`config.mk`:
```
export PLATFORM = sky130hd
export DESIGN_NAME = uart_tx_param_flat
export DESIGN_NICKNAME = d
export VERILOG_FILES = /design/src/rtl/uart_tx_param_if.sv /design/src/rtl/uart_tx_param.sv /design/src/flat_wrapper.sv
export SDC_FILE = /design/constraint.sdc
export NUM_CORES = 1
export LEC_CHECK = 0
export ABC_AREA = 0
export CAP_MARGIN = 10
export CORE_MARGIN = 8
export CORE_UTILIZATION = 57
export DETAILED_ROUTE_END_ITERATION = 7
export MAX_ROUTING_LAYER = met4
export PLACE_DENSITY = 0.87
export SLEW_MARGIN = 20
export SYNTH_ARGS = -nofsm -noshare
export SYNTH_HDL_FRONTEND = slang
export SYNTH_SLANG_ARGS = --single-unit
```
`constraint.sdc`:
```
create_clock -name clk -period 3.9 [get_ports clk]
set_clock_uncertainty 0.15 [all_clocks]
set_input_delay 0.78 -clock clk [delete_from_list [all_inputs] [get_ports clk]]
set_output_delay 0.78 -clock clk [all_outputs]
set_load 0.01 [all_outputs]
```
`src/rtl/uart_tx_param_if.sv`:
```
// Host-side handshake bundle for the parametrised UART transmitter.
// The host drives tx_valid/tx_data; the transmitter answers with tx_ready.
interface uart_tx_param_if #(
    parameter int DATA_W = 8
);
    logic              tx_valid;
    logic [DATA_W-1:0] tx_data;
    logic              tx_ready;

    modport master (output tx_valid, output tx_data, input tx_ready);
    modport slave  (input tx_valid, input tx_data, output tx_ready);
endinterface

```
`src/rtl/uart_tx_param.sv`:
```
// Parametrised UART transmitter: start bit, DATA_W data bits LSB first, optional parity,
// 1 or 2 stop bits, with bit timing taken from an external 1x baud tick.
module uart_tx_param #(
    parameter int DATA_W     = 8,
    parameter int PARITY_EN  = 0,
    parameter int PARITY_ODD = 0,
    parameter int STOP_BITS  = 1
) (
    input  logic                clk,
    input  logic                rst_n,
    input  logic                en,
    uart_tx_param_if.slave      bus,
    input  logic                baud_tick_1x,
    output logic                tx_busy,
    output logic                tx_done,
    output logic                tx_line
);
    localparam int CNT_W = $clog2(DATA_W + 1);
    localparam logic [CNT_W-1:0] LAST_BIT  = CNT_W'(DATA_W);
    localparam logic [1:0]       LAST_STOP = 2'(STOP_BITS);

    typedef enum logic [2:0] {
        IDLE, READY, START, DATA, PARITY, STOP
    } state_t;

    state_t            state_reg;
    logic [DATA_W-1:0] shift_reg;
    logic              parity_reg;
    logic [CNT_W-1:0]  bit_cnt_reg;
    logic [1:0]        stop_cnt_reg;
    logic              ready_reg;
    logic              busy_reg;
    logic              done_reg;
    logic              line_reg;
    logic              accept;

    assign accept       = bus.tx_valid & ready_reg;
    assign bus.tx_ready = ready_reg;
    assign tx_busy      = busy_reg;
    assign tx_done      = done_reg;
    assign tx_line      = line_reg;

    always_ff @(posedge clk or negedge rst_n) begin
        if (!rst_n) begin
            state_reg    <= IDLE;
            shift_reg    <= '0;
            parity_reg   <= 1'b0;
            bit_cnt_reg  <= '0;
            stop_cnt_reg <= '0;
            ready_reg    <= 1'b0;
            busy_reg     <= 1'b0;
            done_reg     <= 1'b0;
            line_reg     <= 1'b1;
        end else begin
            done_reg <= 1'b0;
            case (state_reg)
                IDLE: begin
                    ready_reg <= 1'b0;
                    line_reg  <= 1'b1;
                    if (en) begin
                        state_reg <= READY;
                        ready_reg <= 1'b1;
                    end
                end

                READY: begin
                    // A handshake already offered by tx_ready is honoured even if en drops
                    // in the same cycle; the frame then completes and the block idles.
                    if (accept) begin
                        shift_reg   <= bus.tx_data;
                        parity_reg  <= (^bus.tx_data) ^ (PARITY_ODD != 0);
                        busy_reg    <= 1'b1;
                        ready_reg   <= 1'b0;
                        bit_cnt_reg <= '0;
                        state_reg   <= START;
                    end else if (!en) begin
                        ready_reg <= 1'b0;
                        state_reg <= IDLE;
                    end else begin
                        ready_reg <= 1'b1;
                    end
                end

                START: begin
                    // The line is still high until the first tick; the second tick ends the start bit.
                    if (baud_tick_1x) begin
                        if (line_reg) begin
                            line_reg <= 1'b0;
                        end else begin
                            line_reg    <= shift_reg[0];
                            shift_reg   <= shift_reg >> 1;
                            bit_cnt_reg <= CNT_W'(1);
                            state_reg   <= DATA;
                        end
                    end
                end

                DATA: begin
                    if (baud_tick_1x) begin
                        if (bit_cnt_reg == LAST_BIT) begin
                            if (PARITY_EN != 0) begin
                                line_reg  <= parity_reg;
                                state_reg <= PARITY;
                            end else begin
                                line_reg     <= 1'b1;
                                stop_cnt_reg <= 2'd1;
                                state_reg    <= STOP;
                            end
                        end else begin
                            line_reg    <= shift_reg[0];
                            shift_reg   <= shift_reg >> 1;
                            bit_cnt_reg <= bit_cnt_reg + CNT_W'(1);
                        end
                    end
                end

                PARITY: begin
                    if (baud_tick_1x) begin
                        line_reg     <= 1'b1;
                        stop_cnt_reg <= 2'd1;
                        state_reg    <= STOP;
                    end
                end

                STOP: begin
                    if (baud_tick_1x) begin
                        if (stop_cnt_reg == LAST_STOP) begin
                            done_reg <= 1'b1;
                            busy_reg <= 1'b0;
                            if (en) begin
                                ready_reg <= 1'b1;
                                state_reg <= READY;
                            end else begin
                                state_reg <= IDLE;
                            end
                        end else begin
                            stop_cnt_reg <= stop_cnt_reg + 2'd1;
                        end
                    end
                end

                default: begin
                    state_reg <= IDLE;
                    line_reg  <= 1'b1;
                    ready_reg <= 1'b0;
                    busy_reg  <= 1'b0;
                end
            endcase
        end
    end
endmodule

```
`src/flat_wrapper.sv`:
```
// flat-port wrapper written by rule: the top's interface ports become plain ports
module uart_tx_param_flat 
#(
    parameter int DATA_W     = 8,
    parameter int PARITY_EN  = 0,
    parameter int PARITY_ODD = 0,
    parameter int STOP_BITS  = 1
)
  (clk, rst_n, en, baud_tick_1x, tx_busy, tx_done, tx_line, bus_tx_valid, bus_tx_data, bus_tx_ready);
  uart_tx_param_if #(.DATA_W(DATA_W)) bus_i ();
  input  logic clk;
  input  logic rst_n;
  input  logic en;
  input  logic baud_tick_1x;
  output logic tx_busy;
  output logic tx_done;
  output logic tx_line;
  input wire logic [$bits(bus_i.tx_valid)-1:0] bus_tx_valid;
  input wire logic [$bits(bus_i.tx_data)-1:0] bus_tx_data;
  output wire logic [$bits(bus_i.tx_ready)-1:0] bus_tx_ready;
  assign bus_i.tx_valid = bus_tx_valid;
  assign bus_i.tx_data = bus_tx_data;
  assign bus_tx_ready = bus_i.tx_ready;
  uart_tx_param #(.DATA_W(DATA_W), .PARITY_EN(PARITY_EN), .PARITY_ODD(PARITY_ODD), .STOP_BITS(STOP_BITS)) u_core (.clk(clk), .rst_n(rst_n), .en(en), .bus(bus_i), .baud_tick_1x(baud_tick_1x), .tx_busy(tx_busy), .tx_done(tx_done), .tx_line(tx_line));
endmodule
```
==> results of run 1 <==
-- power by group --
group | leakage (nW) | switching, mW | internal (mW)
Combinational | 0.303 | 0.160 | 0.210
Sequential | 0.259 | 0.107 | 0.306
Clock | 0.0150 | 0.0663 | 0.0400
Total | 0.577 | 0.333 | 0.556
-- placed cells by master (no fill, tap or decap), types with 2 or more instances in the layout --
cell | synthesis | final
mux2i_1 | 2 | 2
o31ai_1 | 5 | 5
clkbuf_4 | 0 | 3
o21ai_0 | 8 | 8
or4_1 | 2 | 2
dfrtp_1 | 20 | 20
inv_1 | 7 | 7
mux2_2 | 15 | 15
nand2b_1 | 5 | 5
nand2_1 | 4 | 4
a21oi_1 | 7 | 7
nor2_1 | 6 | 6
ha_1 | 3 | 3
clkdlybuf4s50_1 | 0 | 16
o41ai_1 | 2 | 2
nand3_1 | 4 | 4
nor2b_1 | 2 | 2
-- kinds of logic (layout without fill, tap and decap cells) --
kind of cell,after synthesis,in the layout,share of synthesized area [%]
AOI/OAI and AO/OA,31,31,17.2
adders and majority gates,3,3,3.15
buffers and inverters,13,27,4.94
DFF,21,21,44.3
muxes,17,17,15.9
and+or+nand+nor,30,30,14.5
-- layout make-up --
| class | count | share of cell area [%] |
|---|---|---|
| Sequential cell | 21 | 38.2 |
| Timing Repair Buffer | 16 | 11.6 |
| Tap cell | 27 | 2.45 |
| Inverter | 7 | 1.91 |
| Clock buffer | 4 | 1.91 |
| Multi-Input combinational cell | 81 | 43.9 |
-- through the flow --
stage	instances	utilization (%)	area (um^2)	hold WS (ps)
2_1_floorplan	115	-	1190	301
3_3_place_gp	152	68.9	1350	327
3_5_place_dp	152	68.9	1350	342
4_1_cts	156	70.2	1380	360
5_1_grt	156	70.2	1380	368
6_report	156	70.2	1380	359
-- critical path, delay by kind of cell --
family	cells	cell delay, ps
buffers and inverters	1	660
AND/OR/NAND/NOR	1	440
AO/OA/AOI/OAI	1	260
multiplexers	1	390
-- worst max path at each step --
stage                             from                                end  slack, ps  cells after the start
final                     baud_tick_1x    u_core.shift_reg[6]$_DFFE_PN0P_       1420                      4
after floorplan           baud_tick_1x  u_core.bit_cnt_reg[0]$_DFFE_PN0P_       1810                      4
after CTS                 baud_tick_1x    u_core.shift_reg[5]$_DFFE_PN0P_       1430                      4
after global routing      baud_tick_1x    u_core.shift_reg[6]$_DFFE_PN0P_       1330                      4
after detailed placement  baud_tick_1x    u_core.shift_reg[3]$_DFFE_PN0P_       1080                      4
after global placement    baud_tick_1x    u_core.shift_reg[2]$_DFFE_PN0P_       1150                      4
-- per-layer routing --
layer  track usage (%)  part of all wire [%]
met5                 -                     0
met4              8.44                   2.5
met3              3.09                   5.7
met2              24.2                    48
met1              17.4                    44
==> impl_metrics.csv, run 1 <==
group,metric,value,unit
global_route,grt_usage,15.2,%
synth,synth_cell_types,35,
sta,relSlewSlack,38.8,%
global_route,grt_max_degree,22,
final_layout,syn_to_final_growth,15.8,%
synth,synth.largest_area_cell,"dfrtp_1",
final_layout,drive_gt1_share,16.3,%
floorplan,io_pins,17,
floorplan,start_util,60.7,%
floorplan,die_area,3810,um^2
final_layout,antenna_cells,0,
status,status,"complete, no violations",
sta,worstMarginPinSlew,916,ps
worst_hold_path,hold_path_end,"u_core.stop_cnt_reg[0]$_DFFE_PN0P_",
sta,post-route-min-period,2480,ps
sta,finalSetupTns,0,ps
synth,ys_seq_area_share,44.3,%
final_layout,fin_nets,146,
floorplan,core.rowCount,16,
critical_path,r2r_end,"u_core.shift_reg[6]$_DFFE_PN0P_",
synth,synth_warnings,0,
cts,ctsResizeCount,0,
worst_hold_path,hold_depth,1,
critical_path,slowest_delay,660,ps
sta,finalMaxSlewViolations,0,
drt,vias_per_cell,5.99,
floorplan,dieWidth,61.7,um
final_layout,fill_cells,169,
global_route,grt_pass1_vias,965,
final_layout,multi_input_area,604,um^2
power_and_ir_drop,peakVddDrop,0.000384,V
place,place_congestion,0.878,
power_and_ir_drop,power_per_cell_area,646,nW/um^2
synth,syn_area,1190,um^2
drt,routed_wl,2460,um
cts,clk_latency,310,ps
sta,finalWorstSetupSlack,1420,ps
sta,hold_viol_final,0,
synth,synth_seq_cells,21,
critical_path,r2r-start,"u_core.state_reg[1]$_DFFE_PN0P_",
critical_path,arrival,2530,ps
drt,via_count,934,
floorplan,core_area,1960,um^2
cts,cts-htree-levels,1,
synth,synth_edf_count,0,
critical_path,critPathMaxFanout,10,
global_route,overflow,0,
sta,fmax,0.403,GHz
place,port-buffer-count,16,
drt,first_pass_iters,4,
cts,root_buffer,"clkbuf_4",
cts,cts_setup_buffers,0,
cts,cts.sinks,21,
synth,synth-main-ff-cell,"dfrtp_1",
sta,setup_viol,0,
synth,synth.most_common_cell,"dfrtp_1",
global_route,grt_pass1_wl,4260,um
critical_path,setup.worst_path.class,"in -> reg",
cts,cts.clk_slew.worst_paths,110,ps
drt,wl_per_cell,15.8,um
synth,synth_top_area_share,42.1,%
drt,post-route-drc-count,0,
critical_path,cpMaxStageDelayCell,"clkdlybuf4s50_1",
power_and_ir_drop,p_leak,0.577,nW
sta,post-route-period-util,63.6,%
place,dp_hpwl,1800,um
synth,async_flop_share,100,%
cts,cts_tree,"yes",
final_layout,largest_reg_flops,8,
cts,cts_buffers,3,
run,cap_viol_max_count,0,
drt,ant_nets,0,
critical_path,critPathCaptureType,"flop",
synth,avgSynthCellArea,10.3,um^2
final_layout,regArea,527,um^2
critical_path,reg2reg_setup_slack,1650,ps
synth,synth_area_leaders,"dfrtp_1 42%, mux2_2 14%, o21ai_0 3.4%",
global_route,antenna_found_initial,0,
sta,rsz0062_at_grt,"no",
place,pre_cts_slack,1080,ps
drt,drtIter0Drc,49,
cts,cts_buffer_depth,2,
power_and_ir_drop,total_power,0.890,mW
floorplan,die_y,61.7,um
critical_path,path_cells,"clkdlybuf4s50_1, a41oi_2, nor2_2, mux2_2",
critical_path,required,3950,ps
synth,synth_common_cells,"20 x dfrtp_1, 15 x mux2_2, 8 x o21ai_0, 7 x a21oi_1, 7 x inv_1",
critical_path,crit_path_start_kind,"input pin",
cts,cts_hold_buf,0,
critical_path,r2r_cells,4,
worst_hold_path,min_from,"u_core.stop_cnt_reg[0]$_DFFE_PN0P_",
synth,syn_inst,115,
worst_hold_path,holdCritPathClass,"reg -> reg",
synth,synth_nets,131,
(Power assumes the default switching activity.)
==> run 2: changes to the inputs <==
--- a/config.mk
+++ b/config.mk
@@ -8,10 +8,10 @@
 export ABC_AREA = 0
 export CAP_MARGIN = 10
 export CORE_MARGIN = 8
-export CORE_UTILIZATION = 57
+export CORE_UTILIZATION = 53
 export DETAILED_ROUTE_END_ITERATION = 7
 export MAX_ROUTING_LAYER = met4
-export PLACE_DENSITY = 0.87
+export PLACE_DENSITY = 0.82
 export SLEW_MARGIN = 20
 export SYNTH_ARGS = -nofsm -noshare
 export SYNTH_HDL_FRONTEND = slang
==> constraint.sdc (replaced) <==
create_clock -name clk -period 2.3 [get_ports clk]
set_clock_uncertainty 0.15 [all_clocks]
set_input_delay 0.46 -clock clk [delete_from_list [all_inputs] [get_ports clk]]
set_output_delay 0.46 -clock clk [all_outputs]
set_load 0.01 [all_outputs]
==> run 2 against run 1 <==
- sequential power grew 58%
- total power grew 76%
- non-clock buffer count grew 5
- critical path depth grew 3
- design area grew 2.9%
- die area grew 5.6%
- wire length grew 11%
- global-route usage shrank 0.20 points
- combinational power grew 95%
- highest routed layer unchanged
==> impl_metrics.csv, run 2 (same netlist as run 1, synthesis figures left out) <==
group,metric,value,unit
floorplan,start_util,54.8,%
floorplan,core.rowCount,17,
critical_path,critPathBufInv,2,
sta,finalWorstSetupSlack,216,ps
global_route,grt_pass1_vias,1010,
cts,cts_hold_buf,0,
sta,finalSetupTns,0,ps
power_and_ir_drop,total_power,1.56,mW
final_layout,fill_cells,183,
cts,cts-htree-levels,1,
sta,post-route-period-util,90.6,%
critical_path,crit_start,"u_core.bit_cnt_reg[0]$_DFFE_PN0P_",
sta,fmax,0.480,GHz
sta,worstMarginPinSlew,530,ps
sta,relSlewSlack,64.6,%
final_layout,largest_reg_flops,8,
critical_path,critPathMaxFanout,9,
power_and_ir_drop,internal_power,0.971,mW
cts,clk_latency,320,ps
drt,post-route-drc-count,0,
status,status,"complete, no violations",
drt,via_count,987,
final_layout,stdcell_area,1420,um^2
power_and_ir_drop,p_leak,0.603,nW
critical_path,crit_family,"flip-flops",
drt,routed_wl,2730,um
power_and_ir_drop,pwr-share-comb,46.3,%
global_route,grt_max_degree,19,
floorplan,dieWidth,63.4,um
power_and_ir_drop,clockPowerShare,12.0,%
floorplan,die_area,4020,um^2
cts,cts_buffer_depth,2,
drt,first_pass_iters,5,
floorplan,io_pins,17,
final_layout,syn_to_final_growth,19.1,%
floorplan,die_y,63.4,um
place,pre_cts_slack,65.5,ps
global_route,grt_usage,15.0,%
run,cap_viol_max_count,0,
global_route,grt_pass1_wl,4750,um
critical_path,slowest_delay,450,ps
power_and_ir_drop,power.share.sequential,41.8,%
critical_path,path_cells,"inv_1, ha_1, nand4b_1, a41oi_2, nor2_2, buf_4, mux2_2",
critical_path,arrival,2140,ps
cts,cts.clk_slew.worst_paths,130,ps
cts,ctsResizeCount,0,
drt,wl_per_cell,16.9,um
sta,hold_ws,312,ps
critical_path,r2r-start,"u_core.bit_cnt_reg[0]$_DFFE_PN0P_",
cts,cts.sinks,21,
global_route,overflow,0,
drt,drtIter0Drc,54,
final_layout,final_cell_mix,"20 x dfrtp_1, 16 x clkdlybuf4s50_1, 15 x mux2_2",
final_layout,fin_nets,151,
critical_path,cpMaxStageDelayCell,"dfrtp_1",
cts,root_buffer,"clkbuf_4",
floorplan,core_area,2170,um^2
sta,rsz0062_at_grt,"no",
final_layout,antenna_cells,0,
place,port-buffer-count,16,
sta,post-route-min-period,2080,ps
sta,setup_viol,0,
worst_hold_path,holdCritPathClass,"in -> async",
drt,ant_nets,0,
place,place_congestion,0.857,
critical_path,required,2360,ps
cts,cts_setup_buffers,0,
cts,cts_tree,"yes",
global_route,antenna_found_initial,0,
power_and_ir_drop,peakVddDrop,0.000629,V
critical_path,crit_path_start_kind,"flop",
power_and_ir_drop,power_switching,0.591,mW
final_layout,drive_gt1_share,20.1,%
power_and_ir_drop,power_per_cell_area,1100,nW/um^2
cts,cts_buffers,3,
critical_path,setup.worst_path.class,"reg -> reg",
place,placedInstanceArea,1390,um^2
sta,finalMaxSlewViolations,0,
place,dp_hpwl,2070,um
final_layout,layout_commonest_cell,"dfrtp_1",
critical_path,critPathCaptureType,"flop",
drt,vias_per_cell,6.09,
power_and_ir_drop,switching_share,37.8,%
sta,hold_viol_final,0,
[run 2: through the flow]
step | cells | util (%)
2_1_floorplan | 115 | -
3_3_place_gp | 158 | 64.1
3_5_place_dp | 158 | 64.1
4_1_cts | 162 | 65.3
5_1_grt | 162 | 65.3
6_report | 162 | 65.3
[run 2: metal layers]
metal	vias to the layer above	global-route usage (%)	routed length [um]
met5	-	-	0
met4	0	5.85	38
met3	5	3.53	187
met2	42	25.6	1400
met1	478	16.4	1110
li1	462	-	-
[run 2: final timing paths]
check | endpoint | slack, ps | cells past startpoint
min in group clk | u_core.stop_cnt_reg[0]$_DFFE_PN0P_ | 350 | 1
worst max-delay path | u_core.shift_reg[3]$_DFFE_PN0P_ | 220 | 7
max in group asynchronous | u_core.shift_reg[3]$_DFFE_PN0P_ | 1140 | 2
worst max register to register | u_core.shift_reg[3]$_DFFE_PN0P_ | 220 | 7
worst min-delay path | u_core.bit_cnt_reg[0]$_DFFE_PN0P_ | 310 | 1
worst min register to register | u_core.stop_cnt_reg[0]$_DFFE_PN0P_ | 350 | 1
[run 2: layout make-up]
cell class	instances	area, um^2	share of cell area [%]
Inverter	7	26.3	1.85
Multi-Input combinational cell	81	604	42.6
Sequential cell	21	527	37.2
Clock inverter	1	5.00	0.353
Timing Repair Buffer	21	198	13.9
Tap cell	28	35.0	2.47
Clock buffer	3	22.5	1.59
[run 2: power groups by stage]
stage               Clock, mW  Combinational, mW  Sequential [mW]
detailed placement          0              0.721            0.658
CTS                     0.190              0.725            0.651
floorplan                   0              0.544            0.616
finish                  0.187              0.723            0.653
global route            0.201              0.799            0.675
global placement            0              0.685            0.649
